## src/rtl/traffic_controller_timed.sv

```systemverilog
// traffic_controller_timed
//
// Highway / country-road intersection controller. A six-phase FSM drives the
// lamp outputs, and a down-counting phase timer sets each phase's dwell:
// minimum highway green, yellow, all-red clearance and maximum country green.
// Lamp encoding: 0 red, 1 yellow, 2 green.
//
// Optional feature: define TRAFFIC_PED_EN to compile in the pedestrian
// crossing (ped_req input, walk output, pending/served flags).
//
// Ports:
//   clock    in   rising-edge clock
//   clear_n  in   synchronous active-low reset
//   vehicle  in   country-road vehicle present
//   ped_req  in   pedestrian button pulse (TRAFFIC_PED_EN only)
//   HW       out  highway lamp
//   CR       out  country-road lamp
//   phase    out  current FSM state code (debug)
//   walk     out  walk lamp (TRAFFIC_PED_EN only)

module traffic_controller_timed #(
    parameter int unsigned MIN_HW_GREEN  = 8,
    parameter int unsigned MAX_CR_GREEN  = 16,
    parameter int unsigned YELLOW_CYCLES = 3,
    parameter int unsigned ALLRED_CYCLES = 2,
    parameter int unsigned TIMER_W       = 8
) (
    input  logic       clock,
    input  logic       clear_n,
    input  logic       vehicle,
`ifdef TRAFFIC_PED_EN
    input  logic       ped_req,
    output logic       walk,
`endif
    output logic [1:0] HW,
    output logic [1:0] CR,
    output logic [2:0] phase
);

    typedef enum logic [2:0] {
        StHg  = 3'd0,
        StHy  = 3'd1,
        StAr1 = 3'd2,
        StCg  = 3'd3,
        StCy  = 3'd4,
        StAr2 = 3'd5
    } state_e;

    localparam logic [1:0] LampRed    = 2'd0;
    localparam logic [1:0] LampYellow = 2'd1;
    localparam logic [1:0] LampGreen  = 2'd2;

    // Timer load values are dwell-1 so a phase of dwell N spans N cycles.
    localparam logic [TIMER_W-1:0] HgLoad = TIMER_W'(MIN_HW_GREEN - 1);
    localparam logic [TIMER_W-1:0] CgLoad = TIMER_W'(MAX_CR_GREEN - 1);
    localparam logic [TIMER_W-1:0] YLoad  = TIMER_W'(YELLOW_CYCLES - 1);
    localparam logic [TIMER_W-1:0] ArLoad = TIMER_W'(ALLRED_CYCLES - 1);

    state_e             state_q, state_d;
    logic [TIMER_W-1:0] timer_q, timer_d;
    logic               timer_done;
    logic               request;
    logic               cg_hold;

    function automatic logic [TIMER_W-1:0] dwell_load(input state_e s);
        case (s)
            StHy, StCy:   dwell_load = YLoad;
            StAr1, StAr2: dwell_load = ArLoad;
            StCg:         dwell_load = CgLoad;
            default:      dwell_load = HgLoad;
        endcase
    endfunction

`ifdef TRAFFIC_PED_EN
    logic ped_pending_q, ped_pending_d;
    logic ped_served_q, ped_served_d;
    logic cg_entry;

    assign request = vehicle | ped_pending_q;
    // A ped-served CG runs its full maximum regardless of traffic.
    assign cg_hold = ped_served_q;
    assign cg_entry = (state_d == StCg) && (state_q != StCg);

    always_comb begin
        ped_pending_d = ped_pending_q | ped_req;
        ped_served_d  = ped_served_q;
        if (cg_entry) begin
            // A request landing on the entry edge is absorbed into this service.
            ped_pending_d = 1'b0;
            ped_served_d  = ped_pending_q | ped_req;
        end
    end

    always_ff @(posedge clock) begin
        if (!clear_n) begin
            ped_pending_q <= 1'b0;
            ped_served_q  <= 1'b0;
        end else begin
            ped_pending_q <= ped_pending_d;
            ped_served_q  <= ped_served_d;
        end
    end

    assign walk = (state_q == StCg) && ped_served_q;
`else
    assign request = vehicle;
    assign cg_hold = 1'b0;
`endif

    assign timer_done = (timer_q == '0);

    always_comb begin
        state_d = state_q;
        case (state_q)
            StHg:  if (timer_done && request) state_d = StHy;
            StHy:  if (timer_done) state_d = StAr1;
            StAr1: if (timer_done) state_d = StCg;
            StCg:  if (timer_done || (!vehicle && !cg_hold)) state_d = StCy;
            StCy:  if (timer_done) state_d = StAr2;
            StAr2: if (timer_done) state_d = StHg;
            default: state_d = StHg;  // illegal codes recover to HG
        endcase

        if (state_d != state_q) begin
            timer_d = dwell_load(state_d);
        end else if (timer_done) begin
            timer_d = '0;
        end else begin
            timer_d = timer_q - TIMER_W'(1);
        end
    end

    always_ff @(posedge clock) begin
        if (!clear_n) begin
            state_q <= StHg;
            timer_q <= HgLoad;
        end else begin
            state_q <= state_d;
            timer_q <= timer_d;
        end
    end

    always_comb begin
        HW = LampRed;
        CR = LampRed;
        case (state_q)
            StHg:    HW = LampGreen;
            StHy:    HW = LampYellow;
            StCg:    CR = LampGreen;
            StCy:    CR = LampYellow;
            default: ;
        endcase
    end

    assign phase = state_q;

endmodule

```

## config.mk

```make
export PLATFORM = sky130hd
export DESIGN_NAME = traffic_controller_timed
export DESIGN_NICKNAME = d
export VERILOG_FILES = /design/src/rtl/traffic_controller_timed.sv
export SDC_FILE = /design/constraint.sdc
export NUM_CORES = 1
export LEC_CHECK = 0
export ABC_AREA = 1
export CORE_MARGIN = 2
export CORE_UTILIZATION = 55
export CTS_BUF_LIST = sky130_fd_sc_hd__clkbuf_4
export CTS_CLUSTER_DIAMETER = 80
export DETAILED_ROUTE_END_ITERATION = 7
export GPL_TIMING_DRIVEN = 0
export PLACE_DENSITY = 0.82
export SLEW_MARGIN = 20
export SYNTH_ARGS = -nofsm -noshare
export SYNTH_HDL_FRONTEND = slang
export SYNTH_SLANG_ARGS = --single-unit
```

## constraint.sdc

```tcl
create_clock -name clock -period 2.04 [get_ports clock]
set_clock_uncertainty 0.05 [all_clocks]
set_input_delay 0.306 -clock clock [delete_from_list [all_inputs] [get_ports clock]]
set_output_delay 0.306 -clock clock [all_outputs]
set_load 0.01 [all_outputs]
```

# Word-level counts from Yosys, hierarchy flattened
# Cells that the tools add are included.
# op_classes
n_reduce_logical	7
addsub	1
muxes	12
n_eq_ne	11
# op_table
op	n
$mux W3	6
$pmux W3 S6	1
$mux W8	2
$eq A3 B2 Y1 const B	4
$eq A3 B3 Y1 const B	4
$pmux W4 S3	1
$logic_not A8 Y1	1
$pmux W2 S2	2
$sub A8 B1 Y8 const B	1
$eq A3 B1 Y1 const B	2
$reduce_or A2 Y1	2
$logic_not A3 Y1	1
$ne A3 B3 Y1	1
$logic_and A1 B1 Y1	1
$logic_not A1 Y1	1
$logic_or A1 B1 Y1	1
# word_totals
reg_bits	11
input_bits	3
word_cells	33
out_inout_bits	7

# Depth between registers and ports, before layout
# depth
word_depth	8
ltp_mapped	13
mapped_depth_nobuf	13

# Worst setup path after synthesis
# No wires, ideal clock.
# synth_timing
kind	reg-to-reg
startpoint	register timer_q[0]
endpoint	register timer_q[2]
setup_slack_ns	0.473
t_arrival_ns	1.399
synth_period_minus_slack_ns	1.567
required_ns	1.872
stages_incl_launch_ff	12
setup_time_ns	0.118
n_path_buf	0
cell_sequence	dfxtp_1 inv_1 ha_1 nand3_1 nor2_4 nand2_1 nand3_1 nand3_2 nand3_4 nand2_2 nor2_1 nor2_1
# synth_via
elab_chain_cells	8
word_cells_on_any_way	22
cone_classes	add/sub: 1; eq/ne: 6; mux: 10; reduce/logical: 5
# synth_rtl
item	line_no	source
start: declaration	60	logic [TIMER_W-1:0] timer_q, timer_d;
start signal: assignment	136	timer_q <= HgLoad;
start signal: assignment	139	timer_q <= timer_d;
$logic_not A8 Y1	110	assign timer_done = (timer_q == '0);
$logic_or A1 B1 Y1 or $logic_and A1 B1 Y1 (tied branches)	118, 115	
$mux W3 (on tied branches)	118, 115	
$pmux W3 S6	114	case (state_q)
$eq A3 B2 Y1 (tied with other cells)	66	case (s)
$reduce_or A2 Y1	66	
$pmux W4 S3	66	
$mux W8 *	124	if (state_d != state_q) begin
# Mark *: on every way between the ends. The rest lies on a longest branch, timed or not.
# A chain may end at the register's enable or synchronous reset.

# Worst setup path in the final report
# layout_timing
startpoint	register state_q[1] (netlist: phase[1])
endpoint	output port CR[1]
# layout_via
elab_chain_cells	2
word_cells_on_any_way	3
cone_classes	eq/ne: 2; mux: 1
# layout_rtl
item	line_no	source
start: declaration	59	state_e state_q, state_d;
start signal: assignment	135	state_q <= StHg;
start signal: assignment	138	state_q <= state_d;
$eq A3 B3 Y1 or $eq A3 B2 Y1 (tied branches)	146	case (state_q)
$pmux W2 S2 *	146	
end: declaration	36	output logic [1:0] CR,
# Marks and branches as above.

==> results.yml <==
routing:
  drc: 0
  drtAntennaViolNets: 0
  drt_iter0_markers: 27
  viasPerCell: 5.26
  first_pass_iters: 4
  vias: 789
  post_drt_wl_per_cell_um: 11.0
  routed_wl_mm: 1.65
sta:
  slew_headroom_pct: 82.9
  rsz0062_at_grt: "no"
  final-max-slew-violation-count: 0
  min_period_ns: 1.95
  hold_slack_ns: 0.526
  fin_tns_setup_ns: 0
  worstMarginPinSlew_ns: 0.256
  hold_violations: 0
  report.final.setup_viol: 0
  period_share_pct: 95.8
  fmax_mhz: 512
  layout_setup_ws_ns: 0.0861
run_status:
  status: "finished clean"
yosys:
  ys_ff_latch: 11
  syn_avg_cell_area_um2: 6.52
  yosysTopAreaCell: "dfxtp_1"
  syn_area_um2: 796
  yosysUniqueCellTypes: 21
  synth_top_area_share_pct: 27.7
  syn_inst: 122
  syn_nets: 127
  synth_warnings: 0
  synth.area.top_cells: "dfxtp_1 (28%), nand2_1 (13%), nor2_1 (8.5%), inv_1 (7.5%), nand3_1 (5.7%)"
  synth-seq-area-share_pct: 27.7
floorplan:
  design.die.area_um2: 1770
  rows: 13
  pin_count: 10
  chipHeight_um: 42.0
  core_um2: 1330
  start_util_pct: 59.7
  die_x_um: 42.0
final_layout:
  postLayoutCoreUtil_pct: 70.7
  design_area_um2: 943
  fill_cells: 114
  syn2layout_area_growth_pct: 18.6
  antenna_cells: 0
  finalNetCount: 141
  drive_gt1_share_pct: 19.3
global_route:
  grt_pass1_vias: 699
  grt_start_max_net_pins: 10
  antenna_found_initial: 0
  grt_pass1_wl_mm: 2.86
  gr-total-overflow: 0
  grt_use_total_pct: 20.8
setup_path:
  cp-end-kind: "output pin"
  crit_path_start: "phase[1]"
  cpLargestDelayFamily: "buffers and inverters"
  path_class: "flop to output pin"
  crit_cells: 3
  path_buf_inv: 2
  worstPathMaxFanout: 5
  cp-start-kind: "flop"
  r2r_start: "timer_q[0]"
  rr_worst_depth: 13
  cp.arrival_ns: 1.60
  crit_slowest_cell: "clkdlybuf4s50_1"
  cp_cell_sequence: "inv_1 -> nor3_4 -> clkdlybuf4s50_1"
  slowest_delay_ns: 0.57
  cp.required_ns: 1.68
power:
  irDropWorstVdd_mv: 0.414
  leakagePower_uw: 0.000465
  power_density_nw_per_um2: 484
clock_tree:
  post_cts_buffers: 0
  clock_path_buffers: 2
  clk_pin_slew_worst_paths_ns: 0.08
  clk_latency_ns: 0.28
  cts_htree_levels: 1
  cts_hold_buf: 0
  cts_tree: "yes"
  cts_sinks: 11
  cts_buffers: 3
  cts_root_buf: "clkbuf_4"
placed_design:
  dpl_cell_area_um2: 905
  hpwl_mm: 1.30
  routabilityCongestion: 0.851
  dpl_worst_slack_ns: 0.172
  port_buffers: 9
worst_hold_path:
  min_delay_path_depth: 4
  hp-class: "flop to flop"
  hp-start: "timer_q[5]"
flow_run:
  drv_cap: 0
==> cell usage in the layout (no fill, tap or decap) <==
master           count
or2_2                2
a21oi_1              5
clkdlybuf4s50_1      9
inv_1               16
ha_1                 2
nand4_1              2
nor3_4               1
nand2_1             28
inv_2                6
nand3_4              1
nor3_1               3
nand2_2              4
o211ai_1             1
nand3_2              3
dfxtp_1             10
xor2_1               5
o21ai_1              1
clkbuf_4             4
nand3_1              9
o21ai_0              1
dfxtp_2              1
nor2_1              17
nor2_4               3
nand4_2              1
==> routing by layer <==
metal	track usage (%)	share of wire, %	routed length (um)
met1	27.7	48	800
met2	33.4	46	756
met3	2.59	3.9	64
met4	9.38	1.8	30
met5	0	0	0
==> what timing repair did <==
item                                    CTS  global route
endpoints found under the setup margin    1             2
hold endpoints to repair                  0             0
resized for setup                         1             2
==> layout make-up <==
| class | instances | area [um^2] | share of cell area (%) |
|---|---|---|---|
| Multi-Input combinational cell | 89 | 500 | 53.1 |
| Timing Repair Buffer | 9 | 90.1 | 9.55 |
| Tap cell | 15 | 18.8 | 1.99 |
| Inverter | 22 | 82.6 | 8.75 |
| Clock buffer | 4 | 30.0 | 3.18 |
| Sequential cell | 11 | 221 | 23.5 |
==> registers in the layout (all words and copies together), names as in the netlist <==
register / count
phase: 3
timer_q: 8
==> kinds of logic (layout without fill, tap and decap cells) <==
group           Yosys count  after routing  synth area share [%]
flops                    11             11                  27.7
simple gates             74             74                  48.0
buf+inv                  22             35                  10.4
compound gates            8              8                  5.34
fa+ha+maj                 2              2                  3.14
xor+xnor                  5              5                  5.50
==> through the flow <==
step                      total power [uW]  std cells
after global placement                 286        146
after detailed placement               288        146
after global routing                   470        150
after floorplan                        272        122
final                                  457        150
after CTS                              454        150
==> worst paths after layout <==
check,to,slack (ns)
worst max-delay path,CR[1],0.09
worst min register to register,timer_q[5],0.53
worst min-delay path,timer_q[5],0.53
worst max register to register,timer_q[2],0.24
==> report_power, final <==
part / internal (uW) / switching [uW] / total, uW
combinational: 24.8 / 32.2 / 57.0
clock: 89.3 / 84.4 / 174
sequential: 222 / 4.15 / 226
total: 336 / 121 / 457
==> worst reg2reg max path, delay by kind of cell, from the launching register on <==
family,cells,cell delay (ns)
fa+ha+maj,1,0.18
buf+inv,2,0.17
simple gates,10,0.98
flops,1,0.32
==> synth_stat cells <==
master / n
nand4_1: 2
nand4_2: 1
nor3_4: 1
nand3_2: 3
dfxtp_1: 11
nor2_4: 2
a21oi_1: 5
nor2_1: 18
or2_2: 2
inv_1: 16
ha_1: 2
nand2_1: 28
o21ai_0: 1
nand3_1: 9
xor2_1: 5
nor3_1: 3
o21ai_1: 1
inv_2: 6
o211ai_1: 1
nand2_2: 4
nand3_4: 1
Note: power is estimated with default switching activity, not from simulation.
